--- src/rtl/machine_timer.sv ---
// machine_timer
// RISC-V machine timer: a 64-bit mtime counter advanced by Step on every
// cycle in which the timekeeper's tick is high, a 64-bit mtimecmp compare
// register, and the registered level interrupt mtip = (mtime >= mtimecmp).
// Both registers are reachable through a 32-bit word-addressed port.
//
// Ports:
//   clk    - system clock, all state updates on the rising edge
//   res    - asynchronous active-low reset
//   tick   - timebase pulse; mtime advances in every cycle it is high
//   sel    - register access request, one cycle
//   we     - 1 = write, 0 = read, qualified by sel
//   addr   - word index: 0 mtime_lo, 1 mtime_hi, 2 mtimecmp_lo, 3 mtimecmp_hi
//   wdata  - write data
//   rdata  - read data, valid while ready=1, zero otherwise
//   ready  - one-cycle acknowledge, one cycle after every sel
//   mtip   - machine timer interrupt pending (level)
module machine_timer #(
  parameter logic [31:0] Step     = 32'd1,
  parameter logic [63:0] CmpReset = 64'hFFFF_FFFF_FFFF_FFFF
) (
  input  logic        clk,
  input  logic        res,
  input  logic        tick,
  input  logic        sel,
  input  logic        we,
  input  logic [1:0]  addr,
  input  logic [31:0] wdata,
  output logic [31:0] rdata,
  output logic        ready,
  output logic        mtip
);

  logic [63:0] mtime_q, mtime_d;
  logic [63:0] mtimecmp_q, mtimecmp_d;
  logic [31:0] hi_snap_q, hi_snap_d;
  logic [31:0] rdata_q, rdata_d;
  logic        ready_q, ready_d;
  logic        mtip_q, mtip_d;

  logic wr_en;
  logic rd_en;

  assign wr_en = sel & we;
  assign rd_en = sel & ~we;

  always_comb begin
    mtime_d    = mtime_q;
    mtimecmp_d = mtimecmp_q;
    hi_snap_d  = hi_snap_q;
    rdata_d    = 32'd0;
    ready_d    = sel;
    // Compare uses the registered values, so mtip lags register state by one cycle.
    mtip_d     = (mtime_q >= mtimecmp_q);

    if (tick) begin
      mtime_d = mtime_q + {32'd0, Step};
    end

    // A software write to either mtime half overrides the increment entirely;
    // the untouched half keeps its pre-edge value rather than any carry.
    if (wr_en) begin
      unique case (addr)
        2'd0: mtime_d = {mtime_q[63:32], wdata};
        2'd1: mtime_d = {wdata, mtime_q[31:0]};
        2'd2: mtimecmp_d = {mtimecmp_q[63:32], wdata};
        2'd3: mtimecmp_d = {wdata, mtimecmp_q[31:0]};
        default: ;
      endcase
    end

    // Reading mtime_lo snapshots the high half so a following hi read is
    // coherent with it even if a tick carried in between.
    if (rd_en) begin
      unique case (addr)
        2'd0: begin
          rdata_d   = mtime_q[31:0];
          hi_snap_d = mtime_q[63:32];
        end
        2'd1: rdata_d = hi_snap_q;
        2'd2: rdata_d = mtimecmp_q[31:0];
        2'd3: rdata_d = mtimecmp_q[63:32];
        default: ;
      endcase
    end
  end

  always_ff @(posedge clk or negedge res) begin
    if (!res) begin
      mtime_q    <= 64'd0;
      mtimecmp_q <= CmpReset;
      hi_snap_q  <= 32'd0;
      rdata_q    <= 32'd0;
      ready_q    <= 1'b0;
      mtip_q     <= 1'b0;
    end else begin
      mtime_q    <= mtime_d;
      mtimecmp_q <= mtimecmp_d;
      hi_snap_q  <= hi_snap_d;
      rdata_q    <= rdata_d;
      ready_q    <= ready_d;
      mtip_q     <= mtip_d;
    end
  end

  assign rdata = rdata_q;
  assign ready = ready_q;
  assign mtip  = mtip_q;

endmodule

--- config.mk ---
export PLATFORM = sky130hd
export DESIGN_NAME = machine_timer
export DESIGN_NICKNAME = d
export VERILOG_FILES = /design/src/rtl/machine_timer.sv
export SDC_FILE = /design/constraint.sdc
export NUM_CORES = 1
export LEC_CHECK = 0
export ABC_AREA = 0
export BUFFER_PORTS_ARGS = -buffer_cell sky130_fd_sc_hd__clkbuf_2
export CAP_MARGIN = 40
export CORE_ASPECT_RATIO = 0.8
export CORE_UTILIZATION = 40
export DETAILED_ROUTE_END_ITERATION = 10
export PLACE_DENSITY_LB_ADDON = 0.2
export SLEW_MARGIN = 15
export SYNTH_ARGS = -nofsm -noshare
export SYNTH_HDL_FRONTEND = slang
export SYNTH_SLANG_ARGS = --single-unit
export TNS_END_PERCENT = 10
--- constraint.sdc ---
create_clock -name clk -period 5.9 [get_ports clk]
set_clock_uncertainty 0.2 [all_clocks]
set_input_delay 1.18 -clock clk [delete_from_list [all_inputs] [get_ports clk]]
set_output_delay 1.18 -clock clk [all_outputs]
set_load 0.03 [all_outputs]
==> flow_summary.json, run 1 <==
{
  "syn-cell-area_um2": 10900,
  "r2r-start": "mtime_q[18]",
  "grt_start_max_net_pins": 102,
  "hold-worst-slack_ps": 306,
  "crit_family": "simple AND/OR/NAND/NOR gates",
  "clkPwrFrac_pct": 26.2,
  "slew_viol_final": 0,
  "via_per_inst": 5.79,
  "critPathLaunchType": "primary input",
  "critical_path_required_ps": 6040,
  "hp-class": "flop to flop",
  "tightest_slew_ps": 854,
  "path_clk_slew_ps": 70,
  "synth_edf_count": 0,
  "ctsRootBufferMaster": "clkbuf_16",
  "grt_setup_unrepaired": "false",
  "coreArea_um2": 26600,
  "crit_fanout": 39,
  "pwr-share-seq_pct": 46.6,
  "dpl_worst_slack_ps": 1710,
  "p_int_mw": 2.85,
  "r2r_setup_slack_ps": 2960,
  "period_share_pct": 63.7,
  "holdPathEnd": "hi_snap_q[7]",
  "r2r-end": "mtime_q[38]",
  "synth.yosys.warnings": 0,
  "post-place-cells": 1384,
  "powerDensity_nw_per_um2": 351,
  "grt_overflow": 0,
  "die_w_um": 187,
  "synth-seq-area-share_pct": 45.1,
  "p_leak_nw": 5.25,
  "area_growth_pct": 12.1,
  "post_cts_buffers": 0,
  "ys_seq_elements": 194,
  "ir_worst_vdd_mv": 0.218,
  "cp.arrival_ps": 3900,
  "cts_tree": "built",
  "post-route-drc-count": 0,
  "drv_cap": 0,
  "fin_ws_ps": 2140,
  "clock_latency_ps": 440,
  "endpoint_kind": "flop",
  "gp_congestion": 0.825,
  "portBuffers": 72,
  "finalSetupViolCount": 0,
  "path_class": "primary input to flop",
  "fin_crit_ps": 3760,
  "timing.critical_path.buf_inv": 1,
  "yosys-top-cells-area": "dfrtp_1, dfstp_2, mux2_2",
  "synth_most_common_cell": "dfrtp_1",
  "htree_num_levels": 4,
  "min_path_cells": 1,
  "crit_slowest_cell": "or2_2",
  "max_slew_margin_pct": 43.0,
  "cp_cell_sequence": "clkbuf_2 -> or2_2 -> and4_1 -> and3_1 -> a311oi_1 -> a211oi_1",
  "grt_pass1_wl_um": 47600,
  "r2r_cells": 7,
  "fin_setup_tns_ps": 0,
  "cp_slowest_stage_delay_ps": 740,
  "post_cts_resized": 0,
  "synth_area_leader_cell": "dfrtp_1",
  "synth_flop_cell": "dfrtp_1",
  "cts.sinks": 194,
  "grt_usage_pct": 22.2,
  "yosysTopAreaCellShare_pct": 29.7,
  "die_h_um": 150,
  "switching_share_pct": 33.9,
  "dp_hpwl_um": 20900,
  "syn_nets": 1096,
  "drt_iter0_drc": 470,
  "fin_cells": 1417,
  "via_count": 8198,
  "start_util_pct": 41.1,
  "comb_power_share_pct": 27.2,
  "antenna_cells": 0,
  "cts_hold_buf": 0,
  "numCtsBuffers": 17,
  "grt_pass1_vias": 8011,
  "avgSynthCellArea_um2": 11.0,
  "fill_cells": 2494,
  "dieArea_um2": 28000,
  "multiInputGateArea_um2": 5530,
  "max-clock-path-buffers": 2,
  "wl_per_cell_um": 20.8,
  "layout-drive-gt1-share_pct": 31.1,
  "seqCellArea_um2": 4930,
  "fmax_mhz": 266,
  "status": "finished, final reports clean",
  "firstDrtPassIters": 5,
  "p_switching_mw": 1.46,
  "hold_viol": 0,
  "async_flop_share_pct": 100,
  "ys_types": 63,
  "synth_cells": 992,
  "antenna_found_initial": 0,
  "wl_um": 29500,
  "postRouteAntennaNets": 0,
  "io_pins": 73,
  "nNetsFinal": 1151,
  "synthTopCellsByCount": "dfrtp_1, mux2_2, nor2_1",
  "row_count": 53,
  "hp-start": "hi_snap_q[7]"
}
## power by group through the flow
stage	clock network [mW]	logic (mW)	registers, mW
2_1_floorplan	0	0.837	1.95
3_3_place_gp	0	1.15	2.01
3_5_place_dp	0	1.17	2.03
4_1_cts	1.16	1.18	2.00
5_1_grt	1.20	1.33	2.06
6_report	1.13	1.17	2.01
## worst max path at each step
stage / from / end / slack [ps] / depth (start not counted)
finish: addr[1] / mtime_q[34] / 2140 / 6
global route: addr[1] / mtime_q[34] / 2000 / 6
CTS: addr[1] / mtime_q[34] / 2200 / 6
detailed placement: addr[1] / mtime_q[34] / 1710 / 6
global placement: addr[1] / mtime_q[34] / 1860 / 6
floorplan: addr[1] / mtime_q[39] / 2960 / 8
## area by class of cell
type	instances	share of cell area, %
sequential	194	40.2
tap	357	3.64
clock buffer	21	3.76
timing repair buffer	89	4.41
multi-input combinational	677	45.1
inverter	68	2.08
clock inverter	11	0.755
## cells by family (layout without fill, tap and decap cells)
| group | Yosys count | count (layout) | share of synthesized area [%] |
|---|---|---|---|
| adder cells (fa/ha/maj) | 65 | 65 | 7.44 |
| AO/OA/AOI/OAI | 185 | 185 | 11.6 |
| AND/OR/NAND/NOR | 294 | 294 | 14.5 |
| multiplexers | 131 | 131 | 16.7 |
| flip-flops | 194 | 194 | 45.1 |
| buffers and inverters | 121 | 189 | 4.39 |
| XOR/XNOR | 2 | 2 | 0.160 |
## per-stage QoR
step	area (µm²)	power (mW)	utilization, %
2_1_floorplan	10900	2.79	-
3_3_place_gp	11600	3.16	43.8
3_5_place_dp	11700	3.19	43.9
4_1_cts	12200	4.34	46.0
5_1_grt	12300	4.59	46.1
6_report	12300	4.30	46.1
## worst reg2reg max path: cells and delay by family (launching register included)
kind	cells	cell delay [ps]
flops	1	540
compound gates	2	350
simple gates	4	1510
buf+inv	1	250
## placed cells by master (no fill, tap or decap), types with 35 or more instances in the layout
| master | instances |
|---|---|
| nor2_1 | 78 |
| inv_1 | 68 |
| clkbuf_2 | 71 |
| nand2_1 | 41 |
| a21oi_1 | 38 |
| mux2_2 | 96 |
| dfrtp_1 | 130 |
| nor2b_1 | 35 |
| ha_1 | 65 |
| dfstp_2 | 64 |
## sequential cells by signal (all words and copies together) (netlist names)
name / cells
mtip: 1
mtime_q: 64
ready: 1
hi_snap_q: 32
mtimecmp_q: 64
rdata: 32
## routing by layer
metal	track usage, %	part of all wire [%]	routed length, µm
met1	32.9	50	14700
met4	5.33	1.2	345
met5	0	0	0
met2	33.7	45	13100
met3	3.59	4.4	1310
Note: power is estimated with default switching activity, not from simulation.
==> inputs of run 2 (changes only) <==
- clock period: 5.9 -> 3.02 ns (I/O delays scaled with it)
==> run 2 against run 1 <==
  * Design area rose by 1.8%
  * Largest power group unchanged
  * Non-clock buffer count increased by 22
  * Setup slack worse by 1700 ps
  * Sequential power increased by 93%
  * Core utilization is 0.83 points higher
  * Via count up 0.44%
  * Wire length up 0.73%
  * Flip-flop and latch count stayed put
  * Worst hold slack got worse by 180 ps
  * Total power up 97%
  * Critical path depth unchanged
  * Sequential share of layout area shrank 0.71 points
==> flow_summary.json, run 2 (synthesis results as in run 1) <==
{
  "status": "finished, final reports clean",
  "holdPathEnd": "ready",
  "fin_util_pct": 46.9,
  "p_leak_nw": 5.39,
  "die_w_um": 187,
  "fmax_mhz": 382,
  "final_cell_mix": "dfrtp_1, mux2_2, nor2_1, clkbuf_2, inv_1",
  "grt_setup_unrepaired": "false",
  "final_area_um2": 12500,
  "ctsRootBufferMaster": "clkbuf_16",
  "firstDrtPassIters": 5,
  "hp-class": "primary input to flop",
  "cp_cell_sequence": "nand4_2 -> nor3_4 -> nand2_4 -> or4_4 -> a211o_1 -> a21oi_1",
  "io_pins": 73,
  "row_count": 53,
  "postPlaceCellArea_um2": 11900,
  "drv_cap": 0,
  "critical_path_required_ps": 3190,
  "tightest_slew_ps": 720,
  "wl_um": 29700,
  "layout-drive-gt1-share_pct": 32.5,
  "grt_overflow": 0,
  "top_regs": "mtime_q: 64 flops, mtimecmp_q: 64 flops",
  "post_cts_buffers": 0,
  "fin_ws_ps": 402,
  "path_class": "flop to flop",
  "grt_pass1_vias": 8161,
  "r2r-start": "mtime_q[32]",
  "post-route-drc-count": 0,
  "r2r_setup_slack_ps": 400,
  "endpoint_kind": "flop",
  "dieArea_um2": 28000,
  "drt_iter0_drc": 532,
  "r2r-end": "mtime_q[63]",
  "cts.sinks": 194,
  "path_clk_slew_ps": 80,
  "antenna_found_initial": 0,
  "finalSetupViolCount": 0,
  "slew_viol_final": 0,
  "hold_viol": 0,
  "fin_crit_ps": 2620,
  "postRouteAntennaNets": 0,
  "dp_hpwl_um": 21300,
  "powerDensity_nw_per_um2": 678,
  "cp_slowest_stage_delay_ps": 540,
  "hp-start": "sel",
  "antenna_cells": 0,
  "layout_commonest_cell": "dfrtp_1",
  "ir_worst_vdd_mv": 0.406,
  "grt_pass1_wl_um": 48100,
  "area_growth_pct": 14.2,
  "clock_latency_ps": 450,
  "dpl_worst_slack_ps": 386,
  "htree_num_levels": 4,
  "numCtsBuffers": 17,
  "via_count": 8234,
  "max-clock-path-buffers": 2,
  "max_slew_margin_pct": 51.6,
  "start_util_pct": 41.1,
  "critPathLaunchType": "flop",
  "min_path_cells": 1,
  "portBuffers": 72,
  "period_share_pct": 86.7,
  "grt_start_max_net_pins": 72,
  "cts_tree": "built",
  "nNetsFinal": 1173,
  "cp.arrival_ps": 2790,
  "via_per_inst": 5.72,
  "coreArea_um2": 26600,
  "crit_fanout": 9,
  "hold-worst-slack_ps": 125,
  "grt_usage_pct": 22.4,
  "fin_setup_tns_ps": 0,
  "gp_congestion": 0.866,
  "wl_per_cell_um": 20.7,
  "die_h_um": 150,
  "r2r_cells": 6,
  "crit_slowest_cell": "dfrtp_1"
}
## run 2: layer usage
metal | global-route usage (%) | up-vias | routed length (µm) | share of wire [%]
met1 | 32.7 | 4174 | 15100 | 51
met3 | 4.08 | 31 | 1230 | 4.1
met5 | 0 | - | 0 | 0
met2 | 34.0 | 196 | 13100 | 44
met4 | 5.74 | 0 | 387 | 1.3
li1 | - | 3833 | - | -
## run 2: area by class of cell
class / instances / area [µm²]
Multi-Input combinational cell: 677 / 5530
Timing Repair Buffer: 111 / 752
Clock inverter: 12 / 118
Fill cell: 2481 / 14100
Inverter: 68 / 255
Tap cell: 357 / 447
Clock buffer: 20 / 447
Sequential cell: 194 / 4930
## run 2: worst max-delay path, delay by kind of cell, from the launching register on
family,cells,cell delay [ps]
DFF,1,540
AOI/OAI and AO/OA,2,420
and+or+nand+nor,4,1370
## run 2: per-stage QoR
stage	power (mW)	cells
2_1_floorplan	5.44	992
3_3_place_gp	6.21	1406
4_1_cts	8.52	1439
5_1_grt	9.01	1439
3_5_place_dp	6.27	1406
6_report	8.46	1439
## run 2: worst max-delay path by stage
| stage | startpoint | to | cells past startpoint |
|---|---|---|---|
| final | mtime_q[32] | mtime_q[63] | 6 |
| after global routing | mtime_q[18] | mtime_q[48] | 6 |
| after CTS | mtime_q[18] | mtime_q[44] | 6 |
| after detailed placement | tick | mtime_q[44] | 7 |
| after global placement | sel | mtime_q[23] | 8 |
| after floorplan | addr[1] | mtime_q[39] | 8 |
## run 2: power by group
group	leakage [nW]	total, mW	switching (mW)	internal (mW)
clock network	0.277	2.22	1.11	1.11
logic	2.92	2.37	1.21	1.17
registers	2.20	3.87	0.565	3.31
total	5.39	8.46	2.88	5.59
## run 2: timing repair
action / CTS / global route
gates resized for setup: 0 / 0
hold endpoints to repair: 26 / 0
hold buffers: 1 / 0
==> inputs of run 3 (changes only) <==
- CTS_BUF_LIST: default -> sky130_fd_sc_hd__clkbuf_2 sky130_fd_sc_hd__clkbuf_4 sky130_fd_sc_hd__clkbuf_8
==> run 3 against run 2 <==
  * Sequential share of layout area rose by 0.59 points
  * Global-route usage fell by 0.16 points
  * Core utilization fell by 0.69 points
  * Clock-buffer cell count did not move
  * Combinational power barely moved
  * Design area fell by 1.5%
  * Worst hold slack got worse by 53 ps
  * Clock power fell by 25%
  * Largest power group unchanged
==> flow_summary.json, run 3 (synthesis results as in run 1) <==
{
  "status": "finished, final reports clean",
  "path_clk_slew_ps": 110,
  "wl_um": 29500,
  "post-route-drc-count": 0,
  "min_path_cells": 1,
  "layout-drive-gt1-share_pct": 32.7,
  "gp_congestion": 0.866,
  "antenna_cells": 0,
  "period_share_pct": 86.3,
  "r2r_setup_slack_ps": 410,
  "p_leak_nw": 5.31,
  "row_count": 53,
  "ctsRootBufferMaster": "clkbuf_8",
  "grt_pass1_vias": 8127,
  "layout_commonest_cell": "dfrtp_1",
  "crit_fanout": 9,
  "grt_setup_unrepaired": "false",
  "r2r-end": "mtime_q[44]",
  "via_per_inst": 5.69,
  "final_cell_mix": "dfrtp_1, mux2_2, nor2_1, clkbuf_2, inv_1",
  "drt_iter0_drc": 634,
  "top_regs": "mtime_q: 64 flops, mtimecmp_q: 64 flops",
  "numCtsBuffers": 17,
  "start_util_pct": 41.1,
  "grt_overflow": 0,
  "grt_start_max_net_pins": 72,
  "max-clock-path-buffers": 2,
  "endpoint_kind": "flop",
  "portBuffers": 72,
  "critical_path_required_ps": 3200,
  "fin_cells": 1439,
  "htree_num_levels": 4,
  "crit_end": "mtime_q[44]",
  "clock_latency_ps": 490,
  "slew_viol_final": 0,
  "max_slew_margin_pct": 51.2,
  "dieArea_um2": 28000,
  "cts.sinks": 194,
  "tightest_slew_ps": 727,
  "path_class": "flop to flop",
  "hold_viol": 0,
  "cp_num_cells": 6,
  "fmax_mhz": 384,
  "nNetsFinal": 1173,
  "crit_slowest_cell": "or4b_1",
  "ir_worst_vdd_mv": 0.307,
  "critPathLaunchType": "flop",
  "wl_per_cell_um": 20.5,
  "powerDensity_nw_per_um2": 643,
  "io_pins": 73,
  "timing.critical_path.buf_inv": 0,
  "postPlaceCellArea_um2": 11900,
  "finalSetupViolCount": 0,
  "antenna_found_initial": 0,
  "cp_slowest_stage_delay_ps": 620,
  "post_cts_resized": 0,
  "final_area_um2": 12300,
  "post-place-cells": 1406,
  "grt_pass1_wl_um": 47800,
  "via_count": 8184,
  "fin_crit_ps": 2610,
  "die_h_um": 150,
  "post_cts_buffers": 0,
  "dp_hpwl_um": 21300,
  "cp-startpoint": "mtime_q[14]",
  "drv_cap": 0,
  "die_w_um": 187,
  "r2r-start": "mtime_q[14]",
  "r2r_cells": 6,
  "grt_usage_pct": 22.2,
  "fin_util_pct": 46.3,
  "cts_tree": "built",
  "coreArea_um2": 26600,
  "fin_setup_tns_ps": 0,
  "crit_family": "simple AND/OR/NAND/NOR gates",
  "area_growth_pct": 12.5,
  "hp-class": "primary input to flop",
  "cp.arrival_ps": 2780,
  "hold-worst-slack_ps": 72.2,
  "firstDrtPassIters": 5,
  "cp_cell_sequence": "nand4_1 -> nor2_1 -> nand3_1 -> or4b_1 -> o22a_1 -> o21a_1",
  "postRouteAntennaNets": 0
}
run 3: cell counts in the layout (fill, tap and decap cells not counted):
Identical to the previous run, type by type.
run 3: repair_timing:
item / in CTS / in global routing
endpoints found under the hold margin: 37 / 0
endpoints found under the setup margin: 0 / 0
hold buffers: 1 / 0
run 3: layer usage:
layer,wire [µm],vias to the layer above,part of all wire (%),GRT usage [%]
met5,0,-,0,0
met4,378,0,1.3,5.70
met3,1220,33,4.1,3.56
met2,13000,200,44,33.8
met1,14900,4121,51,32.8
li1,-,3830,-,-
run 3: layout make-up:
cell class / count / area, µm²
Clock buffer: 20 / 263
Clock inverter: 12 / 118
Fill cell: 2508 / 14300
Inverter: 68 / 255
Multi-Input combinational cell: 677 / 5530
Sequential cell: 194 / 4930
Tap cell: 357 / 447
Timing Repair Buffer: 111 / 752
run 3: how the worst min path moves through the flow:
| stage | startpoint | end | slack [ps] |
|---|---|---|---|
| detailed placement | hi_snap_q[31] | hi_snap_q[31] | 290 |
| finish | sel | ready | 70 |
| global placement | hi_snap_q[14] | hi_snap_q[14] | 290 |
| CTS | sel | ready | 30 |
| floorplan | res | hi_snap_q[0] | 110 |
| global route | sel | ready | 50 |
run 3: report_power, final:
part           switching [mW]  internal, mW
Combinational            1.20          1.16
Clock                    1.02         0.647
Sequential              0.561          3.30
run 3: per-stage QoR:
| step | power (mW) | setup WS, ps |
|---|---|---|
| 2_1_floorplan | 5.44 | 653 |
| 3_3_place_gp | 6.21 | 430 |
| 3_5_place_dp | 6.27 | 386 |
| 4_1_cts | 7.98 | 425 |
| 5_1_grt | 8.46 | 242 |
| 6_report | 7.90 | 412 |
